### src/rtl/mem_bus_pkg.sv
// Shared definitions for the memory bus unit.
// Holds the access-size encodings, FSM state encodings, fault codes and the
// alignment check used when a request is accepted.
package mem_bus_pkg;

  typedef enum logic [1:0] {
    SZ_BYTE = 2'b00,
    SZ_HALF = 2'b01,
    SZ_WORD = 2'b10,
    SZ_ILL  = 2'b11
  } size_e;

  typedef enum logic [1:0] {
    ST_IDLE   = 2'b00,
    ST_ACCESS = 2'b01,
    ST_DONE   = 2'b10,
    ST_FAULT  = 2'b11
  } state_e;

  typedef enum logic [1:0] {
    FC_NONE     = 2'b00,
    FC_MISALIGN = 2'b01,
    FC_TIMEOUT  = 2'b10,
    FC_ILLSIZE  = 2'b11
  } fcode_e;

  // Half accesses need addr[0]=0, word accesses need addr[1:0]=0.
  function automatic logic is_misaligned(input logic [1:0] size, input logic [1:0] addr_lo);
    logic mis;
    case (size)
      SZ_HALF: mis = addr_lo[0];
      SZ_WORD: mis = (addr_lo != 2'b00);
      default: mis = 1'b0;
    endcase
    return mis;
  endfunction

endpackage

### src/rtl/mem_bus_unit_if.sv
// Bus bundle for the memory bus unit.
// Carries the core-side request/done handshake and the external RAM strobes.
//   slave  : view of the memory bus unit (takes requests, drives the RAM)
//   master : view of the environment (core issuing requests plus RAM model)
interface mem_bus_unit_if #(
  parameter int ADDR_W = 32,
  parameter int DATA_W = 32
);
  // core side
  logic              req;
  logic              req_we;
  logic [1:0]        req_size;
  logic              req_signed;
  logic [ADDR_W-1:0] req_addr;
  logic [DATA_W-1:0] req_wdata;
  logic              busy;
  logic              done;
  logic [DATA_W-1:0] rdata;
  logic              fault;
  logic [1:0]        fault_code;
  // RAM side
  logic              ram_cs;
  logic              ram_we;
  logic              ram_oe;
  logic [ADDR_W-1:0] ram_addr;
  logic [3:0]        ram_be;
  logic [DATA_W-1:0] ram_wdata;
  logic [DATA_W-1:0] ram_rdata;
  logic              ram_ready;

  modport slave (
    input  req, req_we, req_size, req_signed, req_addr, req_wdata, ram_rdata, ram_ready,
    output busy, done, rdata, fault, fault_code,
           ram_cs, ram_we, ram_oe, ram_addr, ram_be, ram_wdata
  );

  modport master (
    output req, req_we, req_size, req_signed, req_addr, req_wdata, ram_rdata, ram_ready,
    input  busy, done, rdata, fault, fault_code,
           ram_cs, ram_we, ram_oe, ram_addr, ram_be, ram_wdata
  );
endinterface

### src/rtl/mbu_lane_align.sv
// Byte-lane steering for the memory bus unit (purely combinational).
//   st_size/st_addr_lo/st_wdata -> st_be, st_wdata_rep : store lane enables and
//                                  replicated store data
//   ld_size/ld_addr_lo/ld_signed/ld_word -> ld_data    : extracted and
//                                  sign/zero-extended load value
module mbu_lane_align
  import mem_bus_pkg::*;
(
  input  logic [1:0]  st_size,
  input  logic [1:0]  st_addr_lo,
  input  logic [31:0] st_wdata,
  output logic [3:0]  st_be,
  output logic [31:0] st_wdata_rep,
  input  logic [1:0]  ld_size,
  input  logic [1:0]  ld_addr_lo,
  input  logic        ld_signed,
  input  logic [31:0] ld_word,
  output logic [31:0] ld_data
);

  logic [7:0]  byte_s;
  logic [15:0] half_s;

  // Store path: lane enables and data replicated across every lane it may hit.
  always_comb begin
    st_be        = 4'b0000;
    st_wdata_rep = 32'h0000_0000;
    case (st_size)
      SZ_BYTE: begin
        st_be        = 4'b0001 << st_addr_lo;
        st_wdata_rep = {4{st_wdata[7:0]}};
      end
      SZ_HALF: begin
        st_be        = st_addr_lo[1] ? 4'b1100 : 4'b0011;
        st_wdata_rep = {2{st_wdata[15:0]}};
      end
      SZ_WORD: begin
        st_be        = 4'b1111;
        st_wdata_rep = st_wdata;
      end
      default: begin
        st_be        = 4'b0000;
        st_wdata_rep = 32'h0000_0000;
      end
    endcase
  end

  // Load path: pick the addressed lane, then extend to a full word.
  always_comb begin
    case (ld_addr_lo)
      2'b00:   byte_s = ld_word[7:0];
      2'b01:   byte_s = ld_word[15:8];
      2'b10:   byte_s = ld_word[23:16];
      2'b11:   byte_s = ld_word[31:24];
      default: byte_s = 8'h00;
    endcase
    if (ld_addr_lo[1]) begin
      half_s = ld_word[31:16];
    end else begin
      half_s = ld_word[15:0];
    end
    case (ld_size)
      SZ_BYTE: ld_data = {{24{ld_signed & byte_s[7]}}, byte_s};
      SZ_HALF: ld_data = {{16{ld_signed & half_s[15]}}, half_s};
      SZ_WORD: ld_data = ld_word;
      default: ld_data = 32'h0000_0000;
    endcase
  end

endmodule

### src/rtl/mem_bus_unit.sv
// Memory bus unit: sequences one load/store between the core and external RAM.
// Ports:
//   clk  : system clock, rising edge
//   rst  : asynchronous active-low reset
//   bus  : mem_bus_unit_if.slave -- request/done handshake (req*, busy, done,
//          rdata, fault, fault_code) and RAM strobes (ram_*)
// Requests are checked for size/alignment on acceptance; bad ones fault
// without ever touching the RAM. Good ones hold the RAM strobes until
// ram_ready, with an optional wait-state timeout.
module mem_bus_unit
  import mem_bus_pkg::*;
#(
  parameter int ADDR_W  = 32,
  parameter int DATA_W  = 32,
  parameter int TIMEOUT = 16
) (
  input logic           clk,
  input logic           rst,
  mem_bus_unit_if.slave bus
);

  localparam int               CNT_W   = (TIMEOUT > 0) ? $clog2(TIMEOUT + 1) : 1;
  localparam logic [CNT_W-1:0] CNT_MAX = {CNT_W{1'b1}};
  localparam logic [CNT_W-1:0] CNT_TO  = CNT_W'(TIMEOUT);
  localparam bit               TO_EN   = (TIMEOUT != 0);

  if (DATA_W != 32) begin : g_bad_data_w
    $error("mem_bus_unit: DATA_W must be 32");
  end
  if (ADDR_W < 3) begin : g_bad_addr_w
    $error("mem_bus_unit: ADDR_W must be at least 3");
  end

  state_e            state_r, state_nx;
  logic [CNT_W-1:0]  cnt_r, cnt_nx, cnt_inc_s;
  logic [1:0]        addr_lo_r, addr_lo_nx, size_r, size_nx, fcode_r, fcode_nx;
  logic              we_r, we_nx, sgn_r, sgn_nx;
  logic              busy_r, busy_nx, done_r, done_nx, fault_r, fault_nx;
  logic [DATA_W-1:0] rdata_r, rdata_nx, ram_wdata_r, ram_wdata_nx;
  logic              ram_cs_r, ram_cs_nx, ram_we_r, ram_we_nx, ram_oe_r, ram_oe_nx;
  logic [ADDR_W-1:0] ram_addr_r, ram_addr_nx;
  logic [3:0]        ram_be_r, ram_be_nx, st_be_s;
  logic [31:0]       st_wdata_s, ld_data_s;

  // Store lanes come straight from the request (captured on acceptance);
  // load extraction uses the latched request and the live RAM word.
  mbu_lane_align u_lane (
    .st_size      (bus.req_size),
    .st_addr_lo   (bus.req_addr[1:0]),
    .st_wdata     (bus.req_wdata),
    .st_be        (st_be_s),
    .st_wdata_rep (st_wdata_s),
    .ld_size      (size_r),
    .ld_addr_lo   (addr_lo_r),
    .ld_signed    (sgn_r),
    .ld_word      (bus.ram_rdata),
    .ld_data      (ld_data_s)
  );

  // Next-state and next-output logic; RAM strobes are only ever set up on
  // entry to ACCESS, so fault paths leave them low.
  always_comb begin
    state_nx     = state_r;
    cnt_nx       = cnt_r;
    addr_lo_nx   = addr_lo_r;
    size_nx      = size_r;
    we_nx        = we_r;
    sgn_nx       = sgn_r;
    rdata_nx     = rdata_r;
    fcode_nx     = fcode_r;
    done_nx      = 1'b0;
    fault_nx     = 1'b0;
    ram_cs_nx    = 1'b0;
    ram_we_nx    = 1'b0;
    ram_oe_nx    = 1'b0;
    ram_addr_nx  = {ADDR_W{1'b0}};
    ram_be_nx    = 4'b0000;
    ram_wdata_nx = {DATA_W{1'b0}};
    if (cnt_r == CNT_MAX) begin
      cnt_inc_s = cnt_r;
    end else begin
      cnt_inc_s = cnt_r + CNT_W'(1);
    end
    case (state_r)
      ST_IDLE: begin
        if (bus.req) begin
          addr_lo_nx = bus.req_addr[1:0];
          size_nx    = bus.req_size;
          we_nx      = bus.req_we;
          sgn_nx     = bus.req_signed;
          if (bus.req_size == SZ_ILL) begin
            state_nx = ST_FAULT;
            done_nx  = 1'b1;
            fault_nx = 1'b1;
            fcode_nx = FC_ILLSIZE;
          end else if (is_misaligned(bus.req_size, bus.req_addr[1:0])) begin
            state_nx = ST_FAULT;
            done_nx  = 1'b1;
            fault_nx = 1'b1;
            fcode_nx = FC_MISALIGN;
          end else begin
            state_nx     = ST_ACCESS;
            cnt_nx       = {CNT_W{1'b0}};
            ram_cs_nx    = 1'b1;
            ram_we_nx    = bus.req_we;
            ram_oe_nx    = ~bus.req_we;
            ram_addr_nx  = {bus.req_addr[ADDR_W-1:2], 2'b00};
            ram_be_nx    = st_be_s;
            ram_wdata_nx = st_wdata_s;
          end
        end else begin
          state_nx = ST_IDLE;
        end
      end
      ST_ACCESS: begin
        if (bus.ram_ready) begin
          state_nx = ST_DONE;
          done_nx  = 1'b1;
          fcode_nx = FC_NONE;
          if (!we_r) begin
            rdata_nx = ld_data_s;
          end else begin
            rdata_nx = rdata_r;
          end
        end else begin
          cnt_nx = cnt_inc_s;
          if (TO_EN && (cnt_inc_s >= CNT_TO)) begin
            state_nx = ST_FAULT;
            done_nx  = 1'b1;
            fault_nx = 1'b1;
            fcode_nx = FC_TIMEOUT;
          end else begin
            ram_cs_nx    = ram_cs_r;
            ram_we_nx    = ram_we_r;
            ram_oe_nx    = ram_oe_r;
            ram_addr_nx  = ram_addr_r;
            ram_be_nx    = ram_be_r;
            ram_wdata_nx = ram_wdata_r;
          end
        end
      end
      ST_DONE:  state_nx = ST_IDLE;
      ST_FAULT: state_nx = ST_IDLE;
      default:  state_nx = ST_IDLE;
    endcase
    busy_nx = (state_nx != ST_IDLE);
  end

  // FSM state register.
  always_ff @(posedge clk or negedge rst) begin
    if (!rst) begin
      state_r <= ST_IDLE;
    end else begin
      state_r <= state_nx;
    end
  end

  // Latched request, wait counter and all registered outputs.
  always_ff @(posedge clk or negedge rst) begin
    if (!rst) begin
      cnt_r       <= {CNT_W{1'b0}};
      addr_lo_r   <= 2'b00;
      size_r      <= 2'b00;
      we_r        <= 1'b0;
      sgn_r       <= 1'b0;
      rdata_r     <= {DATA_W{1'b0}};
      fcode_r     <= 2'b00;
      busy_r      <= 1'b0;
      done_r      <= 1'b0;
      fault_r     <= 1'b0;
      ram_cs_r    <= 1'b0;
      ram_we_r    <= 1'b0;
      ram_oe_r    <= 1'b0;
      ram_addr_r  <= {ADDR_W{1'b0}};
      ram_be_r    <= 4'b0000;
      ram_wdata_r <= {DATA_W{1'b0}};
    end else begin
      cnt_r       <= cnt_nx;
      addr_lo_r   <= addr_lo_nx;
      size_r      <= size_nx;
      we_r        <= we_nx;
      sgn_r       <= sgn_nx;
      rdata_r     <= rdata_nx;
      fcode_r     <= fcode_nx;
      busy_r      <= busy_nx;
      done_r      <= done_nx;
      fault_r     <= fault_nx;
      ram_cs_r    <= ram_cs_nx;
      ram_we_r    <= ram_we_nx;
      ram_oe_r    <= ram_oe_nx;
      ram_addr_r  <= ram_addr_nx;
      ram_be_r    <= ram_be_nx;
      ram_wdata_r <= ram_wdata_nx;
    end
  end

  assign bus.busy       = busy_r;
  assign bus.done       = done_r;
  assign bus.rdata      = rdata_r;
  assign bus.fault      = fault_r;
  assign bus.fault_code = fcode_r;
  assign bus.ram_cs     = ram_cs_r;
  assign bus.ram_we     = ram_we_r;
  assign bus.ram_oe     = ram_oe_r;
  assign bus.ram_addr   = ram_addr_r;
  assign bus.ram_be     = ram_be_r;
  assign bus.ram_wdata  = ram_wdata_r;

endmodule

### src/flat_wrapper.sv
// flat-port wrapper written by rule: the top's interface ports become plain ports
module mem_bus_unit_flat import mem_bus_pkg::*;
#(
  parameter int ADDR_W  = 32,
  parameter int DATA_W  = 32,
  parameter int TIMEOUT = 16
)
  (clk, rst, bus_req, bus_req_we, bus_req_size, bus_req_signed, bus_req_addr, bus_req_wdata, bus_ram_rdata, bus_ram_ready, bus_busy, bus_done, bus_rdata, bus_fault, bus_fault_code, bus_ram_cs, bus_ram_we, bus_ram_oe, bus_ram_addr, bus_ram_be, bus_ram_wdata);
  mem_bus_unit_if #(.ADDR_W(ADDR_W), .DATA_W(DATA_W)) bus_i ();
  input logic clk;
  input logic rst;
  input wire logic [$bits(bus_i.req)-1:0] bus_req;
  input wire logic [$bits(bus_i.req_we)-1:0] bus_req_we;
  input wire logic [$bits(bus_i.req_size)-1:0] bus_req_size;
  input wire logic [$bits(bus_i.req_signed)-1:0] bus_req_signed;
  input wire logic [$bits(bus_i.req_addr)-1:0] bus_req_addr;
  input wire logic [$bits(bus_i.req_wdata)-1:0] bus_req_wdata;
  input wire logic [$bits(bus_i.ram_rdata)-1:0] bus_ram_rdata;
  input wire logic [$bits(bus_i.ram_ready)-1:0] bus_ram_ready;
  output wire logic [$bits(bus_i.busy)-1:0] bus_busy;
  output wire logic [$bits(bus_i.done)-1:0] bus_done;
  output wire logic [$bits(bus_i.rdata)-1:0] bus_rdata;
  output wire logic [$bits(bus_i.fault)-1:0] bus_fault;
  output wire logic [$bits(bus_i.fault_code)-1:0] bus_fault_code;
  output wire logic [$bits(bus_i.ram_cs)-1:0] bus_ram_cs;
  output wire logic [$bits(bus_i.ram_we)-1:0] bus_ram_we;
  output wire logic [$bits(bus_i.ram_oe)-1:0] bus_ram_oe;
  output wire logic [$bits(bus_i.ram_addr)-1:0] bus_ram_addr;
  output wire logic [$bits(bus_i.ram_be)-1:0] bus_ram_be;
  output wire logic [$bits(bus_i.ram_wdata)-1:0] bus_ram_wdata;
  assign bus_i.req = bus_req;
  assign bus_i.req_we = bus_req_we;
  assign bus_i.req_size = bus_req_size;
  assign bus_i.req_signed = bus_req_signed;
  assign bus_i.req_addr = bus_req_addr;
  assign bus_i.req_wdata = bus_req_wdata;
  assign bus_i.ram_rdata = bus_ram_rdata;
  assign bus_i.ram_ready = bus_ram_ready;
  assign bus_busy = bus_i.busy;
  assign bus_done = bus_i.done;
  assign bus_rdata = bus_i.rdata;
  assign bus_fault = bus_i.fault;
  assign bus_fault_code = bus_i.fault_code;
  assign bus_ram_cs = bus_i.ram_cs;
  assign bus_ram_we = bus_i.ram_we;
  assign bus_ram_oe = bus_i.ram_oe;
  assign bus_ram_addr = bus_i.ram_addr;
  assign bus_ram_be = bus_i.ram_be;
  assign bus_ram_wdata = bus_i.ram_wdata;
  mem_bus_unit #(.ADDR_W(ADDR_W), .DATA_W(DATA_W), .TIMEOUT(TIMEOUT)) u_core (.clk(clk), .rst(rst), .bus(bus_i));
endmodule
### config.mk
export PLATFORM = sky130hd
export DESIGN_NAME = mem_bus_unit_flat
export DESIGN_NICKNAME = d
export VERILOG_FILES = /design/src/rtl/mem_bus_pkg.sv /design/src/rtl/mem_bus_unit_if.sv /design/src/rtl/mbu_lane_align.sv /design/src/rtl/mem_bus_unit.sv /design/src/flat_wrapper.sv
export SDC_FILE = /design/constraint.sdc
export NUM_CORES = 1
export LEC_CHECK = 0
export ABC_AREA = 1
export CAP_MARGIN = 30
export CELL_PAD_IN_SITES_DETAIL_PLACEMENT = 0
export CELL_PAD_IN_SITES_GLOBAL_PLACEMENT = 1
export CORE_MARGIN = 2
export CORE_UTILIZATION = 31
export CTS_CLUSTER_DIAMETER = 60
export CTS_CLUSTER_SIZE = 40
export DETAILED_ROUTE_END_ITERATION = 8
export PLACE_DENSITY_LB_ADDON = 0.3
export SYNTH_ARGS = -nofsm -noshare
export SYNTH_HDL_FRONTEND = slang
export SYNTH_SLANG_ARGS = --single-unit
### constraint.sdc
create_clock -name clk -period 1.64 [get_ports clk]
set_input_delay 0.246 -clock clk [delete_from_list [all_inputs] [get_ports clk]]
set_output_delay 0.246 -clock clk [all_outputs]
set_load 0.03 [all_outputs]
== Yosys cells after proc, flatten, opt, wreduce, memory -nomap -nowiden ==
Index checks and enable logic that the tools add are counted.
Widths: inputs -> output; s select.
Storage, ports and cells
  register bits after elaboration: 121
  input bits: 104
  output and inout port bits: 108
  logic and storage cells: 120
Cells by class
  add/sub/neg operators: 1
  order comparisons: 1
  equality and inequality tests: 18
  shift operators: 1
  mux-type cells: 66
  bitwise operators: 4
  reduce and logical (&&, ||, !) cells: 12
Operators by type and width (count)
  $mux 32: 8
  $pmux 32 s3: 2
  $pmux 32 s2: 2
  $pmux 8 s4: 1
  $mux 5: 5
  $mux 4: 6
  $mux 1: 20
  $mux 2: 10
  $mux 16: 1
  $eq 2x2->1 const B: 7
  $pmux 1 s2: 6
  $pmux 4 s3: 1
  $pmux 5 s2: 1
  $eq 2x1->1 const B: 4
  $logic_not 2->1: 4
  $ne 2x2->1 const B: 4
  $pmux 4 s2: 1
  $pmux 2 s3: 1
  $reduce_bool 2->1: 3
  $add 5x1->5 const B: 1
  $eq 5x5->1 const B: 1
  $ge 5x5->1 const B: 1
  $reduce_and 5->1: 1
  $pmux 2 s2: 1
  other kinds (9): 11

== Logic depth before layout (Yosys ltp) ==
Gate-level depths: netlist of run 1.
  depth in word-level cells: 10
  depth in mapped cells: 11
  depth with buffers taken out: 10

== Modules after synthesis ==
From an unflattened synthesis of run 1, not the netlist that was laid out.
Unflattened totals
  cells, all modules: 869
  area, all modules: 6434.9 um^2
By module, submodules not included
  mem_bus_unit: times used 1, cells an instance 550, area an instance 5004.8 um^2, sequential area each 2977.9 um^2
  mbu_lane_align: times used 1, cells an instance 319, area an instance 1430.1 um^2, sequential area each 0.0 um^2

== Worst setup path after synthesis of run 1 ==
Ideal clock, no wire load.
  path kind: flip-flop to flip-flop
  start point: register u_core.cnt_r[0]
  end point: register u_core.fcode_r[1], in the netlist u_core.bus.fault_code[1]
  library setup time: 0.117 ns
  arrival time: 1.314 ns
  required time: 1.523 ns
  path slack: 0.209 ns
  cell stages (with the launch flop): 8
  path buffers: 0
  clock period less this slack: 1.431 ns
  cell sequence: dfrtp_1 > ha_1 > nand3_1 > nand2_1 > o21ai_0 > nand2_1 > nand2_1 > nand2_1
Between the ends
  word-level cells in the longest chain between the ends: 5
  elaborated cells between the ends (all ways): 6
  those cells by class: 1 x add/sub; 1 x order compare; 2 x eq/ne; 1 x mux; 1 x reduce/logical
Ends and longest elaborated chain
  start, declared: line mem_bus_unit.sv:35  | logic [CNT_W-1:0] cnt_r, cnt_nx, cnt_inc_s;
  start signal, assigned: line mem_bus_unit.sv:161  | cnt_r <= {CNT_W{1'b0}};
  start signal, assigned: line mem_bus_unit.sv:178  | cnt_r <= cnt_nx;
  $add 5x1->5 or $eq 5x5->1 (tied branches): line mem_bus_unit.sv:82, mem_bus_unit.sv:79
  $mux 5 (*): line mem_bus_unit.sv:79  | if (cnt_r == CNT_MAX) begin
  $ge 5x5->1 (*): line mem_bus_unit.sv:127  | if (TO_EN && (cnt_inc_s >= CNT_TO)) begin
  $ne 3x2->1 (no line) (*)
  $reduce_and 4->1 (no line) (*)
  end signal, assigned: line mem_bus_unit.sv:184  | fcode_r <= fcode_nx;
  end, declared: line mem_bus_unit.sv:36  | logic [1:0] addr_lo_r, addr_lo_nx, size_r, size_nx, fcode_r, fcode_nx;
Mark *: on every way between the ends. The rest lies on a longest branch, timed or not.
A chain may end at the register's enable or synchronous reset.

== Worst setup path in the final report of run 1 ==
  start point: register u_core.cnt_r[1]
  end point: register u_core.ram_wdata_r[28], in the netlist u_core.bus.ram_wdata[28]
Between the ends
  word-level cells in the longest chain between the ends: 4
  elaborated cells between the ends (all ways): 5
  those cells by class: 1 x add/sub; 1 x order compare; 2 x eq/ne; 1 x mux
Ends and longest elaborated chain
  $add 5x1->5 or $eq 5x5->1 (tied branches): line mem_bus_unit.sv:82, mem_bus_unit.sv:79
  $mux 5 (*): line mem_bus_unit.sv:79
  $ge 5x5->1 (*): line mem_bus_unit.sv:127
  $ne 3x2->1 (no line) (*)
  end signal, assigned: line mem_bus_unit.sv:176  | ram_wdata_r <= {DATA_W{1'b0}};
  end signal, assigned: line mem_bus_unit.sv:193  | ram_wdata_r <= ram_wdata_nx;
  end, declared: line mem_bus_unit.sv:39  | logic [DATA_W-1:0] rdata_r, rdata_nx, ram_wdata_r, ram_wdata_nx;
Marked as above.

==> results of run 1 <==
-- cell type report --
type                       count  area, um2  share of cell area
sequential                   119       2980               0.336
multi-input combinational    549       2380               0.268
tap                          229        287              0.0323
clock inverter                14        164              0.0185
clock buffer                  18        439              0.0495
timing repair buffer         256       2440               0.275
inverter                      47        176              0.0199
-- Yosys cell counts (2+ instances only) --
| cell | n |
|---|---|
| dfrtp_1 | 119 |
| nand3_2 | 2 |
| buf_4 | 3 |
| inv_2 | 5 |
| nand2_1 | 360 |
| nand4_1 | 2 |
| nor2_4 | 4 |
| inv_1 | 42 |
| clkbuf_1 | 15 |
| buf_6 | 2 |
| a21oi_1 | 40 |
| a31oi_1 | 2 |
| a22oi_1 | 10 |
| ha_1 | 5 |
| buf_2 | 17 |
| nand3_1 | 18 |
| o21ai_0 | 63 |
| nor2_1 | 35 |
-- routing by layer --
metal / GRT usage / up-vias
met2: 0.319 / 173
li1: - / 2844
met3: 0.0678 / 23
met4: 0.0521 / 0
met1: 0.245 / 2622
met5: 0 / -
-- cells by family after synthesis --
logic type / share of synthesized area
AOI/OAI and AO/OA: 0.108
xor gates and xnor gates: 0.00153
adders and majority gates: 0.0109
buffers and inverters: 0.0641
DFF: 0.521
other: 0.000656
and+or+nand+nor: 0.294
-- cell usage in the layout (no fill, tap or decap), drive strengths merged --
cell / count
a21oi: 40
a22oi: 10
a31oi: 2
buf: 47
bufinv: 2
clkbuf: 18
clkdlybuf4s50: 102
clkinv: 3
clkinvlp: 2
conb: 2
dfrtp: 119
dlygate4sd2: 106
dlygate4sd3: 1
ha: 5
inv: 54
nand2: 360
nand3: 20
nand3b: 1
nand4: 2
nor2: 40
nor3: 1
o21ai: 63
o31a: 1
o31ai: 1
xnor2: 1
-- registers in the layout (all words and copies together) (netlist names) --
| register | cells |
|---|---|
| u_core.bus.busy | 1 |
| u_core.bus.ram_addr | 30 |
| u_core.bus.ram_be | 4 |
| u_core.bus.ram_we | 1 |
| u_core.addr_lo_r | 2 |
| u_core.size_r | 2 |
| u_core.bus.ram_wdata | 32 |
| u_core.we_r | 1 |
| u_core.bus.ram_cs | 1 |
| u_core.state_r | 2 |
| u_core.bus.fault_code | 2 |
| u_core.bus.done | 1 |
| u_core.sgn_r | 1 |
| u_core.cnt_r | 5 |
| u_core.bus.rdata | 32 |
| u_core.bus.ram_oe | 1 |
| u_core.bus.fault | 1 |
-- through the flow --
stage / cells / util / TNS [ns] / hold slack [ns] / setup WS, ns
2_1_floorplan: 753 / - / 0 / -0.0496 / 0.209
3_5_place_dp: 1199 / 0.465 / -18.22 / 0.152 / -0.293
6_report: 1232 / 0.492 / 0 / 0.273 / 0.116
4_1_cts: 1232 / 0.492 / 0 / 0.257 / 0.0734
3_3_place_gp: 1199 / 0.465 / -14.68 / 0.150 / -0.228
5_1_grt: 1232 / 0.492 / 0 / 0.288 / 0.00187
-- worst max path at each step --
stage	to	startpoint	slack (ns)
after global routing	u_core.bus.ram_wdata[28]	u_core.cnt_r[1]	0.002
after floorplan	u_core.bus.fault_code[1]	u_core.cnt_r[0]	0.21
after detailed placement	u_core.bus.ram_wdata[0]	bus_req_size[0]	-0.29
after CTS	u_core.bus.ram_wdata[28]	u_core.cnt_r[1]	0.07
final	u_core.bus.ram_wdata[28]	u_core.cnt_r[1]	0.12
after global placement	u_core.bus.ram_be[3]	bus_req_size[0]	-0.23
-- report_power, final --
part	switching [mW]	internal (mW)	total (mW)
clock network	1.50	2.32	3.82
registers	0.446	3.68	4.12
logic	3.69	2.06	5.75
-- timing repair --
action                                  in CTS  in global routing
resized for setup                          106                  1
endpoints found under the setup margin     106                  6
hold endpoints to repair                    16                  0
pin swaps                                    0                  1
hold buffers                                 1                  0
-- critical path, delay by kind of cell, from the launching register on --
family / cells / cell delay [ns]
and+or+nand+nor: 4 / 0.48
adders and majority gates: 1 / 0.23
DFF: 1 / 0.41
buffers and inverters: 1 / 0.22
AOI/OAI and AO/OA: 1 / 0.08
==> results.toml, run 1 <==
[global_routing]
grt_pass1_vias = 5715
grt_max_degree = 48
track_usage = 0.194
grt_overflow = 0
grt_antenna_before_repair = 0
grt_pass1_wl_mm = 30.2

[placed_design]
placed_area_um2 = 8380
portBuffers = 209
gp_congestion = 0.814
dp_hpwl_mm = 13.6

[routing]
ant_nets = 0
dr.pass1.iters = 6
drt_iter0_drc = 262
wl_met3_mm = 1.42
wl_met1_mm = 7.99
post_drt_via_cell_ratio = 4.60
drc = 0
wl_met2_mm = 8.88
drt_wl_total_mm = 18.5
wl_per_cell_um = 15.0
vias = 5662
highest_layer = "met4"

[setup_path]
critPathArrivalTime_ns = 1.85
crit_chain = "ha_1, nand3_1, nand2_1, nor2_4, buf_4, nand2_1, o21ai_0"
worstReg2RegStart = "u_core.cnt_r[1]"
required_ns = 1.97
reg2reg_setup_slack_ns = 0.12
crit_type = "reg -> reg"
r2r_end = "u_core.bus.ram_wdata[28]"
slowest_stage = "dfrtp_1"
critPathMaxFanout = 11
end_kind = "register"
max_stage_delay_ns = 0.41
startpoint_type = "register"
r2r_cells = 7
cpMostUsedCell = "nand2_1"

[logic_synthesis]
synth_top_cell_by_area = "dfrtp_1"
synth_warnings = 0
async_flop_share = 1.00
netlist_top_cells_area = "dfrtp_1 (52%), nand2_1 (24%), o21ai_0 (5.5%)"
yosys_register_bits = 119
synth_flop_cell = "dfrtp_1"
yosys.cell_types.count = 26
yosysTopAreaCellShare = 0.521
mappedNetlistArea_um2 = 5720
synth_edf_count = 0
ys_seq_area_frac = 0.521
synth_cells = 752
avgSynthCellArea_um2 = 7.61

[timing]
hold_viol = 0
final-setup-viol-count = 0
fin_crit_sh = 0.929
fin_crit_ns = 1.52
rsz0062_at_grt = "no"
finalClockSkew_ns = 0.00882
fmax_mhz = 656
finalMaxSlewViolations = 0

[floorplanning]
num_io_pins = 212
initial_core_util = 0.317
rows = 49
dieWidth_um = 140
core_area_um2 = 18000
design.die.area_um2 = 19600
die_h_um = 140

[clocking]
post_cts_buffers = 0
root_buffer = "clkbuf_16"
path_clk_slew_ns = 0.06
cts_max_path_buffers = 2
cts_num_sinks = 119
clkLatencyLatePin_ns = 0.42
tritoncts = "yes"
htree_levels = 4
numCtsBuffers = 17

[power_and_ir_drop]
p_leak_nw = 4.87
total_power_mw = 13.7
vdd_ir_drop_max_uv = 709
p_per_area_nw_per_um2 = 1540

[finish]
nNetsFinal = 1099
drive_gt1_frac = 0.0917
final_area_um2 = 8860
diodes = 0
nFillCells = 1834
area_growth_pct = 55.0

[min_path]
min_path_type = "in -> async"

[run_status]
status = "complete, no violations"

[flow_run]
maxCapViolCount = 0
(Power assumes the default switching activity.)
==> run 2: changes to the inputs <==
CORE_MARGIN = not set   (was 2)
==> run 2 against run 1 <==
Effect of this change: combinational power about the same; via count decreased by 0.12%; fmax up 1.0%; utilization is essentially flat; hold slack improved by 0.0036 ns; highest routed layer unchanged; global-route usage rose by 0.080 points; total power is 2.4% lower.
==> results.toml, run 2 (synthesized netlist as in run 1, its figures left out) <==
[flow_run]
maxCapViolCount = 0

[setup_path]
crit_start = "u_core.cnt_r[0]"
critPathMaxFanout = 20
r2r_cells = 8
r2r_end = "u_core.bus.ram_addr[26]"
cp-endpoint = "u_core.bus.ram_addr[26]"
slowest_stage = "dfrtp_1"
critPathArrivalTime_ns = 1.85
cpMostUsedCell = "nand2_1"
startpoint_type = "register"
worstReg2RegStart = "u_core.cnt_r[0]"
crit_type = "reg -> reg"
required_ns = 1.99
reg2reg_setup_slack_ns = 0.13
crit_chain = "ha_2, nand3_1, nand2_1, nor2_4, buf_4, clkbuf_16, nand2_1, nand2_1"
max_stage_delay_ns = 0.42
end_kind = "register"

[floorplanning]
num_io_pins = 212
initial_core_util = 0.317
die_h_um = 138
core_area_um2 = 18000
dieWidth_um = 138
rows = 49
design.die.area_um2 = 19000

[global_routing]
grt_antenna_before_repair = 0
track_usage = 0.195
grt_max_degree = 42
grt_overflow = 0
grt_pass1_wl_mm = 28.1
grt_pass1_vias = 5501

[finish]
fin_util = 0.491
final_common_cell = "nand2_1"
drive_gt1_frac = 0.0907
nNetsFinal = 1100
area_growth_pct = 54.8
diodes = 0
nFillCells = 1866
final_cell_mix = "nand2_1 (360), dfrtp_1 (119), dlygate4sd2_1 (106)"

[clocking]
tritoncts = "yes"
cts_max_path_buffers = 2
cts_num_sinks = 119
numCtsBuffers = 17
path_clk_slew_ns = 0.06
root_buffer = "clkbuf_16"
htree_levels = 4
clkLatencyLatePin_ns = 0.41

[timing]
final-setup-viol-count = 0
rsz0062_at_grt = "no"
fin_crit_ns = 1.51
finalMaxSlewViolations = 0
fin_crit_sh = 0.920
fmax_mhz = 663
hold_viol = 0
tns_ns = 0
finalClockSkew_ns = 0.0114

[run_status]
status = "complete, no violations"

[routing]
drc = 0
drt_wl_total_mm = 18.3
ant_nets = 0
dr.pass1.iters = 5
drt_iter0_drc = 190
wl_per_cell_um = 14.9
vias = 5655
post_drt_via_cell_ratio = 4.59

[placed_design]
gp_congestion = 0.779
portBuffers = 209
dp_hpwl_mm = 13.2

[power_and_ir_drop]
vdd_ir_drop_max_uv = 769
p_per_area_nw_per_um2 = 1510
p_leak_nw = 4.85

[min_path]
min_path_type = "in -> async"
## run 2: changes by cell type in the layout (fill, tap and decap cells not counted)
cell / previous run / this run
clkinv_4: 2 / 0
inv_6: 5 / 2
ha_2: 0 / 1
buf_12: 10 / 12
buf_6: 1 / 0
inv_8: 2 / 0
bufinv_16: 2 / 1
ha_1: 5 / 4
clkinvlp_4: 2 / 5
clkbuf_16: 17 / 18
clkinv_2: 1 / 3
clkbuf_1: 0 / 2
buf_4: 36 / 35
## run 2: what timing repair did
item | 4_1_cts | 5_1_grt
pin swaps | 0 | 1
buffers inserted | 0 | 2
hold buffers | 1 | 0
hold endpoints to repair | 15 | 0
setup endpoints to repair | 106 | 20
gates resized for setup | 106 | 1
gates cloned | 0 | 1
## run 2: layout make-up
cell class | count | area (um2) | share of cell area
multi-input combinational | 549 | 2380 | 0.269
inverter | 47 | 176 | 0.0199
clock buffer | 20 | 447 | 0.0504
sequential | 119 | 2980 | 0.336
tap | 229 | 287 | 0.0324
timing repair buffer | 257 | 2490 | 0.281
clock inverter | 11 | 100 | 0.0113
## run 2: worst min-delay path by stage
stage,startpoint,end,slack [ns],depth (start not counted)
2_1_floorplan,rst,u_core.addr_lo_r[0],-0.05,0
3_3_place_gp,rst,u_core.bus.rdata[12],0.16,1
3_5_place_dp,rst,u_core.bus.rdata[12],0.16,1
4_1_cts,rst,u_core.bus.rdata[12],0.27,2
5_1_grt,rst,u_core.bus.rdata[15],0.30,2
6_report,rst,u_core.bus.rdata[13],0.28,2
## run 2: worst max-delay path, delay by kind of cell (launching register included)
family,cells,cell delay (ns)
and+or+nand+nor,5,0.48
adders and majority gates,1,0.23
buffers and inverters,2,0.33
DFF,1,0.42
## run 2: metrics by stage
| step | hold WS (ns) | instances | area, um2 | worst slack (ns) | power, mW |
|---|---|---|---|---|---|
| 2_1_floorplan | -0.0496 | 753 | 5720 | 0.209 | 7.69 |
| 3_3_place_gp | 0.162 | 1197 | 8390 | -0.215 | 10.3 |
| 3_5_place_dp | 0.161 | 1197 | 8390 | -0.251 | 10.4 |
| 4_1_cts | 0.265 | 1229 | 8810 | 0.0778 | 13.5 |
| 5_1_grt | 0.304 | 1232 | 8860 | 0.0344 | 14.3 |
| 6_report | 0.277 | 1232 | 8860 | 0.132 | 13.4 |
## run 2: where the power goes
group          total [mW]  switching, mW  internal, mW
Combinational        5.75           3.68          2.07
Sequential           4.11          0.438          3.68
Clock                3.50           1.38          2.11
Total                13.4           5.50          7.86
## run 2: routing by layer
metal	wire length [um]	up-vias	GRT usage
met3	1420	21	0.0666
met1	7910	2629	0.240
met4	272	0	0.0634
met2	8710	171	0.320
met5	0	-	0
li1	-	2834	-
==> run 3: changes to the inputs <==
ABC_AREA = not set   (was 1)
CORE_UTILIZATION = 33   (was 31)
==> run 3 against run 2 <==
Effect of this change: hold slack improved by 0.0028 ns; worst setup slack lost 0.093 ns; die area decreased by 11%; global-route usage rose by 1.6 points; non-clock buffer count up 23; clock skew fell by 0.0017 ns; critical path type is now in -> reg; largest cell class unchanged; highest routed layer unchanged.
==> results.toml, run 3 <==
[finish]
diodes = 0
fin_util = 0.553
final_cell_mix = "dfrtp_1 (118), dlygate4sd2_1 (106), clkdlybuf4s50_1 (101)"
nNetsFinal = 857
drive_gt1_frac = 0.184
final_common_cell = "dfrtp_1"
area_growth_pct = 63.4
stdcell_count = 977

[timing]
rsz0062_at_grt = "no"
finalClockSkew_ns = 0.00963
fmax_mhz = 625
hold_viol = 0
fin_crit_ns = 1.60
fin_crit_sh = 0.976
tns_ns = 0
finalMaxSlewViolations = 0
final-setup-viol-count = 0
max-slew-margin-rel = 0.523
tightest_slew_ns = 0.715
hold_ws_ns = 0.280

[power_and_ir_drop]
p_leak_nw = 4.28
vdd_ir_drop_max_uv = 734
total_power_mw = 14.2
p_per_area_nw_per_um2 = 1610

[global_routing]
grt_pass1_wl_mm = 26.9
grt_overflow = 0
grt_max_degree = 120
grt_antenna_before_repair = 0
track_usage = 0.211
grt_pass1_vias = 5133

[run_status]
status = "complete, no violations"

[logic_synthesis]
avgSynthCellArea_um2 = 11.1
ys_seq_area_frac = 0.552
netlist_top_cells_area = "dfrtp_1 (55%), a22o_1 (11%), o21ai_0 (4.8%)"
synth_top_cell_by_area = "dfrtp_1"
synth_cells = 486
synth_flop_cell = "dfrtp_1"
yosysTopAreaCellShare = 0.552
yosys.cell_types.count = 48
yosys_register_bits = 119
async_flop_share = 1.00
synth_edf_count = 0
mappedNetlistArea_um2 = 5390
synthTopCellsByCount = "dfrtp_1 (119), a22o_1 (65), o21ai_0 (52)"
synth_most_common_cell = "dfrtp_1"
synth_warnings = 0

[setup_path]
max_stage_delay_ns = 0.50
critPathArrivalTime_ns = 1.89
end_kind = "register"
crit_type = "in -> reg"
cp_top_family = "buffers and inverters"
startpoint_type = "input pin"
cp_num_buf_inv = 3
crit_chain = "clkdlybuf4s50_1, inv_1, ha_4, o21ai_2, o211a_1, buf_12, a22o_1"
critPathMaxFanout = 30
slowest_stage = "clkdlybuf4s50_1"
required_ns = 1.93

[floorplanning]
dieWidth_um = 130
design.die.area_um2 = 16900
rows = 46
die_h_um = 130
core_area_um2 = 15900
initial_core_util = 0.338
num_io_pins = 212

[placed_design]
gp_congestion = 0.845
portBuffers = 209
dp_hpwl_mm = 12.5
dp_cells = 944

[clocking]
clkLatencyLatePin_ns = 0.41
root_buffer = "clkbuf_16"
cts_num_sinks = 119
numCtsBuffers = 17
cts_max_path_buffers = 2
tritoncts = "yes"
path_clk_slew_ns = 0.06
post_cts_buffers = 0
htree_levels = 4

[routing]
drt_wl_total_mm = 17.3
drt_iter0_drc = 297
drc = 0
post_drt_via_cell_ratio = 5.09
ant_nets = 0
wl_per_cell_um = 17.7
dr.pass1.iters = 4
vias = 4977

[flow_run]
maxCapViolCount = 0

[min_path]
min_path_type = "in -> reg"
run 3: worst min-delay path: stages:
cell and delay [ns]:
dlymetal6s2s_1 0.14, buf_4 0.13, mux2_2 0.13
run 3: where the power goes:
part	switching, mW	internal [mW]	leakage [nW]	total, mW
registers	0.480	3.72	1.56	4.20
clock network	1.27	2.73	0.305	4.00
logic	3.46	2.51	2.41	5.97
total	5.21	8.96	4.28	14.2
run 3: path summary, 6_finish.rpt:
kind	start	endpoint	slack [ns]	depth (start not counted)
min in group asynchronous	rst	u_core.bus.rdata[22]	0.41	3
worst min register to register	u_core.bus.ram_cs	u_core.bus.ram_cs	0.47	2
max in group asynchronous	rst	u_core.addr_lo_r[1]	0.58	3
worst min-delay path	bus_req_size[1]	u_core.size_r[1]	0.28	3
worst max register to register	u_core.addr_lo_r[1]	u_core.bus.rdata[0]	0.09	4
worst max-delay path	bus_req_size[0]	u_core.bus.ram_addr[25]	0.04	7
run 3: layout make-up:
class                           instances  area (um2)
Timing Repair Buffer                  280        2640
Multi-Input combinational cell        320        2260
Fill cell                            1462        7130
Sequential cell                       119        2980
Inverter                               10        37.5
Clock inverter                          9         173
Tap cell                              216         270
Clock buffer                           23         458
run 3: kinds of logic after synthesis:
group / count (synthesis) / synth area share
DFF: 119 / 0.552
muxes: 21 / 0.0582
buffers and inverters: 48 / 0.0418
and+or+nand+nor: 100 / 0.0805
adders and majority gates: 5 / 0.0116
xor gates and xnor gates: 1 / 0.00162
other: 1 / 0.000695
AOI/OAI and AO/OA: 191 / 0.253
run 3: through the flow:
stage,cell area [um2],setup WS (ns)
floorplan,5400,0.0397
global placement,8220,-0.490
detailed placement,8220,-0.573
CTS,8730,0.00153
global route,8810,0.00178
finish,8810,0.0387
run 3: repair_timing:
| action | 4_1_cts | 5_1_grt |
|---|---|---|
| pin swaps | 0 | 3 |
| hold endpoints to repair | 119 | 0 |
| gates resized for setup | 108 | 29 |
| endpoints found under the setup margin | 153 | 97 |
| cloned | 0 | 0 |
| hold buffers | 1 | 0 |
run 3: per-layer routing:
layer | track usage | up-vias | part of all wire
met2 | 0.344 | 200 | 0.48
met5 | 0 | - | 0
met3 | 0.0668 | 23 | 0.078
met1 | 0.258 | 2428 | 0.43
met4 | 0.0910 | 0 | 0.020
li1 | - | 2326 | -
